==> src/rtl/sha_round_ctrl.sv <==
// Round sequencer for sha_unit: steps round/Kt through 64 rounds, then captures H1 as the digest.
// Optional abort port and logic are enabled by defining SHA_ROUND_CTRL_ABORT_EN.
module sha_round_ctrl #(
  parameter int unsigned LATENCY = 1
) (
  input  logic         clk,
  input  logic         reset_n,
  input  logic         start,
`ifdef SHA_ROUND_CTRL_ABORT_EN
  input  logic         abort,
`endif
  input  logic [255:0] H1,
  output logic [5:0]   round,
  output logic [31:0]  Kt,
  output logic         busy,
  output logic         done,
  output logic [255:0] H
);

  typedef enum logic [1:0] {StIdle, StRun, StDrain} state_e;

  state_e         state_q;
  logic [5:0]     round_q;
  logic [31:0]    kt_q;
  logic           busy_q;
  logic           done_q;
  logic [255:0]   h_q;
  logic [1:0]     drain_cnt_q;
  logic           abort_req;

`ifdef SHA_ROUND_CTRL_ABORT_EN
  assign abort_req = abort;
`else
  assign abort_req = 1'b0;
`endif

  function automatic logic [31:0] k_rom(input logic [5:0] idx);
    logic [31:0] k;
    case (idx)
      6'd0:  k = 32'h428a2f98;  6'd1:  k = 32'h71374491;  6'd2:  k = 32'hb5c0fbcf;
      6'd3:  k = 32'he9b5dba5;  6'd4:  k = 32'h3956c25b;  6'd5:  k = 32'h59f111f1;
      6'd6:  k = 32'h923f82a4;  6'd7:  k = 32'hab1c5ed5;  6'd8:  k = 32'hd807aa98;
      6'd9:  k = 32'h12835b01;  6'd10: k = 32'h243185be;  6'd11: k = 32'h550c7dc3;
      6'd12: k = 32'h72be5d74;  6'd13: k = 32'h80deb1fe;  6'd14: k = 32'h9bdc06a7;
      6'd15: k = 32'hc19bf174;  6'd16: k = 32'he49b69c1;  6'd17: k = 32'hefbe4786;
      6'd18: k = 32'h0fc19dc6;  6'd19: k = 32'h240ca1cc;  6'd20: k = 32'h2de92c6f;
      6'd21: k = 32'h4a7484aa;  6'd22: k = 32'h5cb0a9dc;  6'd23: k = 32'h76f988da;
      6'd24: k = 32'h983e5152;  6'd25: k = 32'ha831c66d;  6'd26: k = 32'hb00327c8;
      6'd27: k = 32'hbf597fc7;  6'd28: k = 32'hc6e00bf3;  6'd29: k = 32'hd5a79147;
      6'd30: k = 32'h06ca6351;  6'd31: k = 32'h14292967;  6'd32: k = 32'h27b70a85;
      6'd33: k = 32'h2e1b2138;  6'd34: k = 32'h4d2c6dfc;  6'd35: k = 32'h53380d13;
      6'd36: k = 32'h650a7354;  6'd37: k = 32'h766a0abb;  6'd38: k = 32'h81c2c92e;
      6'd39: k = 32'h92722c85;  6'd40: k = 32'ha2bfe8a1;  6'd41: k = 32'ha81a664b;
      6'd42: k = 32'hc24b8b70;  6'd43: k = 32'hc76c51a3;  6'd44: k = 32'hd192e819;
      6'd45: k = 32'hd6990624;  6'd46: k = 32'hf40e3585;  6'd47: k = 32'h106aa070;
      6'd48: k = 32'h19a4c116;  6'd49: k = 32'h1e376c08;  6'd50: k = 32'h2748774c;
      6'd51: k = 32'h34b0bcb5;  6'd52: k = 32'h391c0cb3;  6'd53: k = 32'h4ed8aa4a;
      6'd54: k = 32'h5b9cca4f;  6'd55: k = 32'h682e6ff3;  6'd56: k = 32'h748f82ee;
      6'd57: k = 32'h78a5636f;  6'd58: k = 32'h84c87814;  6'd59: k = 32'h8cc70208;
      6'd60: k = 32'h90befffa;  6'd61: k = 32'ha4506ceb;  6'd62: k = 32'hbef9a3f7;
      default: k = 32'hc67178f2;
    endcase
    return k;
  endfunction

  always_ff @(posedge clk or negedge reset_n) begin
    if (!reset_n) begin
      state_q     <= StIdle;
      round_q     <= 6'd0;
      kt_q        <= 32'h428a2f98;
      busy_q      <= 1'b0;
      done_q      <= 1'b0;
      h_q         <= '0;
      drain_cnt_q <= 2'd0;
    end else begin
      done_q <= 1'b0;
      case (state_q)
        StIdle: begin
          if (start) begin
            state_q <= StRun;
            busy_q  <= 1'b1;
          end
        end
        StRun: begin
          if (abort_req) begin
            state_q <= StIdle;
            round_q <= 6'd0;
            kt_q    <= k_rom(6'd0);
            busy_q  <= 1'b0;
          end else begin
            // ROM is addressed with the next index so Kt never lags round; 63 wraps to 0.
            round_q <= round_q + 6'd1;
            kt_q    <= k_rom(round_q + 6'd1);
            if (round_q == 6'd63) begin
              state_q     <= StDrain;
              drain_cnt_q <= 2'd0;
            end
          end
        end
        StDrain: begin
          if (abort_req) begin
            state_q <= StIdle;
            busy_q  <= 1'b0;
          end else if (drain_cnt_q == 2'(LATENCY - 1)) begin
            h_q     <= H1;
            done_q  <= 1'b1;
            busy_q  <= 1'b0;
            state_q <= StIdle;
          end else begin
            drain_cnt_q <= drain_cnt_q + 2'd1;
          end
        end
        default: state_q <= StIdle;
      endcase
    end
  end

  assign round = round_q;
  assign Kt    = kt_q;
  assign busy  = busy_q;
  assign done  = done_q;
  assign H     = h_q;

endmodule
==> config.mk <==
export PLATFORM = sky130hd
export DESIGN_NAME = sha_round_ctrl
export DESIGN_NICKNAME = d
export VERILOG_FILES = /design/src/rtl/sha_round_ctrl.sv
export SDC_FILE = /design/constraint.sdc
export NUM_CORES = 1
export LEC_CHECK = 0
export CELL_PAD_IN_SITES_DETAIL_PLACEMENT = 1
export CELL_PAD_IN_SITES_GLOBAL_PLACEMENT = 2
export CORE_MARGIN = 3
export CORE_UTILIZATION = 25
export CTS_CLUSTER_SIZE = 14
export DETAILED_ROUTE_END_ITERATION = 10
export PLACE_DENSITY_LB_ADDON = 0.1
export SLEW_MARGIN = 30
export SYNTH_ARGS = -nofsm -noshare
export SYNTH_HDL_FRONTEND = slang
export SYNTH_SLANG_ARGS = --single-unit
==> constraint.sdc <==
create_clock -name clk -period 3.2 [get_ports clk]
set_clock_uncertainty 0.15 [all_clocks]
set_input_delay 0.64 -clock clk [delete_from_list [all_inputs] [get_ports clk]]
set_output_delay 0.64 -clock clk [all_outputs]
set_load 0.02 [all_outputs]
==> out/metrics.cfg <==
[timing]
period_needed_ps=3000
rsz0062_at_grt=no
tightestPinTransition_ps=833
setup_tns_ps=0
slew_headroom=0.440
hold_ws_ps=324
fin_crit_sh=0.938
max_freq_mhz=333
drv_slew=0
setup_violations=0
hold_viol_final=0

[detailed_routing]
routed_wl_mm=78.0
ant_nets=0
route.detailed.drc=0
vias_per_cell=5.08
first_pass_iters=5
via_count=13547
wl_per_cell_um=29.2
drtIter0Drc=887

[placement]
dpl_cell_area_um2=21500
dpl.cell_count=2595
hpwl_mm=59.9
place.gp.congestion=0.935
io_buffers=554

[global_route]
antenna_found_initial=3
use_met2=0.425
grt_overflow_total=0
grt.busiest_layer=met2
grt_pass1_wl_mm=111
grt_pass1_vias=13959
grt_use_met1=0.308
use_met3=0.0500
grt.total_usage=0.243
grt_start_max_net_pins=83

[status]
outcome=finished, final reports clean

[cells_and_area]
area_growth_pct=55.4
design_area_um2=22900
fin_cells=2666
drive_gt1_frac=0.233
fin_nets=2150

[clock_network]
clock-sinks=300
clock_latency_ps=560
clk_pin_slew_ps=60
cts_buffers=39
cts_setup_buffers=0
cts_tree=built
cts_htree_levels=2
cts-root-buf=clkbuf_16
clockBufferDepth=3

[synth]
postSynthCellCount=1306
synth-main-ff-cell=dfrtp_1
synthArstFlopShare=1.00
syn_nets=1584
yosys.area.top_type=dfrtp_1
yosys-top-cells-area=dfrtp_1 49%, mux2_2 20%, a21oi_1 3.1%, nand2_1 2.6%, dfstp_2 2.3%
ys_seq_area_frac=0.510
synth_edf_count=0
synth_top_area_share=0.487
synth.top_cells.by_count=287 x dfrtp_1, 258 x mux2_2, 103 x nand2_1, 91 x a21oi_1, 68 x o21ai_0
synth_area_um2=14800
synth_cell_type_count=75
ys_ff_latch=300
yosys_warnings=0
syn_area_per_cell_um2=11.3
yosysMostFrequentCell=dfrtp_1

[setup_path]
start_kind=flop
cp_data_required_time_ps=3500
cp-end-kind=flop
cp.arrival_ps=3300
crit_type=reg2reg
path_max_fanout=29

[power_and_ir_drop]
ir_drop_mv=0.815
cellLeakagePower_nw=9.99
power_per_cell_area_nw_per_um2=989

[floorplan]
die_area_um2=62000
io_pins=555
fp.dieH_um=249
core_area_um2=58000
start_util=0.254
dieWidth_um=249
rows=88

[min_path]
hp-class=reg2reg

[run]
maxCapViolCount=0

## metrics by stage
| stage | utilization | power [W] | setup slack [ps] |
|---|---|---|---|
| after global routing | 0.395 | 0.0238 | 32.1 |
| after detailed placement | 0.371 | 0.0177 | 270 |
| final | 0.395 | 0.0227 | 200 |
| after CTS | 0.395 | 0.0226 | 210 |
| after global placement | 0.371 | 0.0178 | 276 |
| after floorplan | - | 0.0118 | 54.2 |
## sequential cells by signal, indices dropped and copies added, names as in the netlist
signal	count
done	1
drain_cnt_q	2
state_q	2
Kt	32
round	6
busy	1
H	256
## layout make-up
class / count / area [um^2]
inverters: 14 / 57.6
fillers: 6259 / 35100
diodes: 2 / 5.00
well taps: 765 / 957
repair buffers: 642 / 6400
clock inverters: 12 / 208
clock buffers: 56 / 1160
flip-flops and latches: 300 / 7530
multi-input cells: 875 / 6610
## layout by cell type (no fill, tap or decap), types with 13 or more instances in the layout
master and instances:
a211oi_1 14, a21oi_1 91, a31oi_1 17, buf_12 15
buf_4 72, clkbuf_16 41, clkdlybuf4s50_1 553, dfrtp_1 284
dfstp_2 13, ha_1 18, mux2_2 258, nand2_1 103
nand3_1 26, nor2_1 65, nor3_1 37, o21ai_0 68
## what timing repair did
action / 4_1_cts / 5_1_grt
hold endpoints to repair: 37 / 0
setup endpoints to repair: 0 / 1
gates resized for setup: 0 / 1
hold buffers: 1 / 0
## kinds of logic after synthesis
group	Yosys count	synth area share
xor+xnor	14	0.0119
buf+inv	131	0.0444
fa+ha+maj	20	0.0168
compound gates	295	0.127
flops	300	0.510
simple gates	281	0.0875
mux	265	0.203
## routing by layer
metal	wire length, um	vias to the layer above
met5	42	-
met4	1540	6
met3	4730	97
met2	38700	528
met1	33000	7020
li1	-	5896
## final timing paths
path                                       from                  to  slack [ps]  cells after the start
setup / recovery           round[0]$_DFFE_PN0N_  Kt[19]$_DFFE_PN1N_         200                      8
hold / removal               Kt[11]$_DFFE_PN1N_  Kt[11]$_DFFE_PN1N_         320                      2
setup reg to reg           round[0]$_DFFE_PN0N_  Kt[19]$_DFFE_PN1N_         200                      8
hold reg to reg              Kt[11]$_DFFE_PN1N_  Kt[11]$_DFFE_PN1N_         320                      2
max in group asynchronous               reset_n  Kt[17]$_DFFE_PN1N_        1570                      3
min in group asynchronous               reset_n  H[195]$_DFFE_PN0P_         440                      2
## worst max-delay path, stage by stage, from the launching register on
cell      delay [ps]
dfrtp_2          440
ha_1             220
buf_4            230
and3_1           280
xnor2_4          370
buf_12           260
nand3_1          210
a311oi_1         570
nor3_1           130
## report_power, final
group          leakage, nW  internal (W)  switching, W  total (W)
combinational         5.25       0.00473       0.00851     0.0132
sequential            4.08       0.00434      0.000356    0.00469
clock                0.664       0.00293       0.00180    0.00473
total                 9.99        0.0120        0.0107     0.0227
Power figures use the tool's default switching activity.
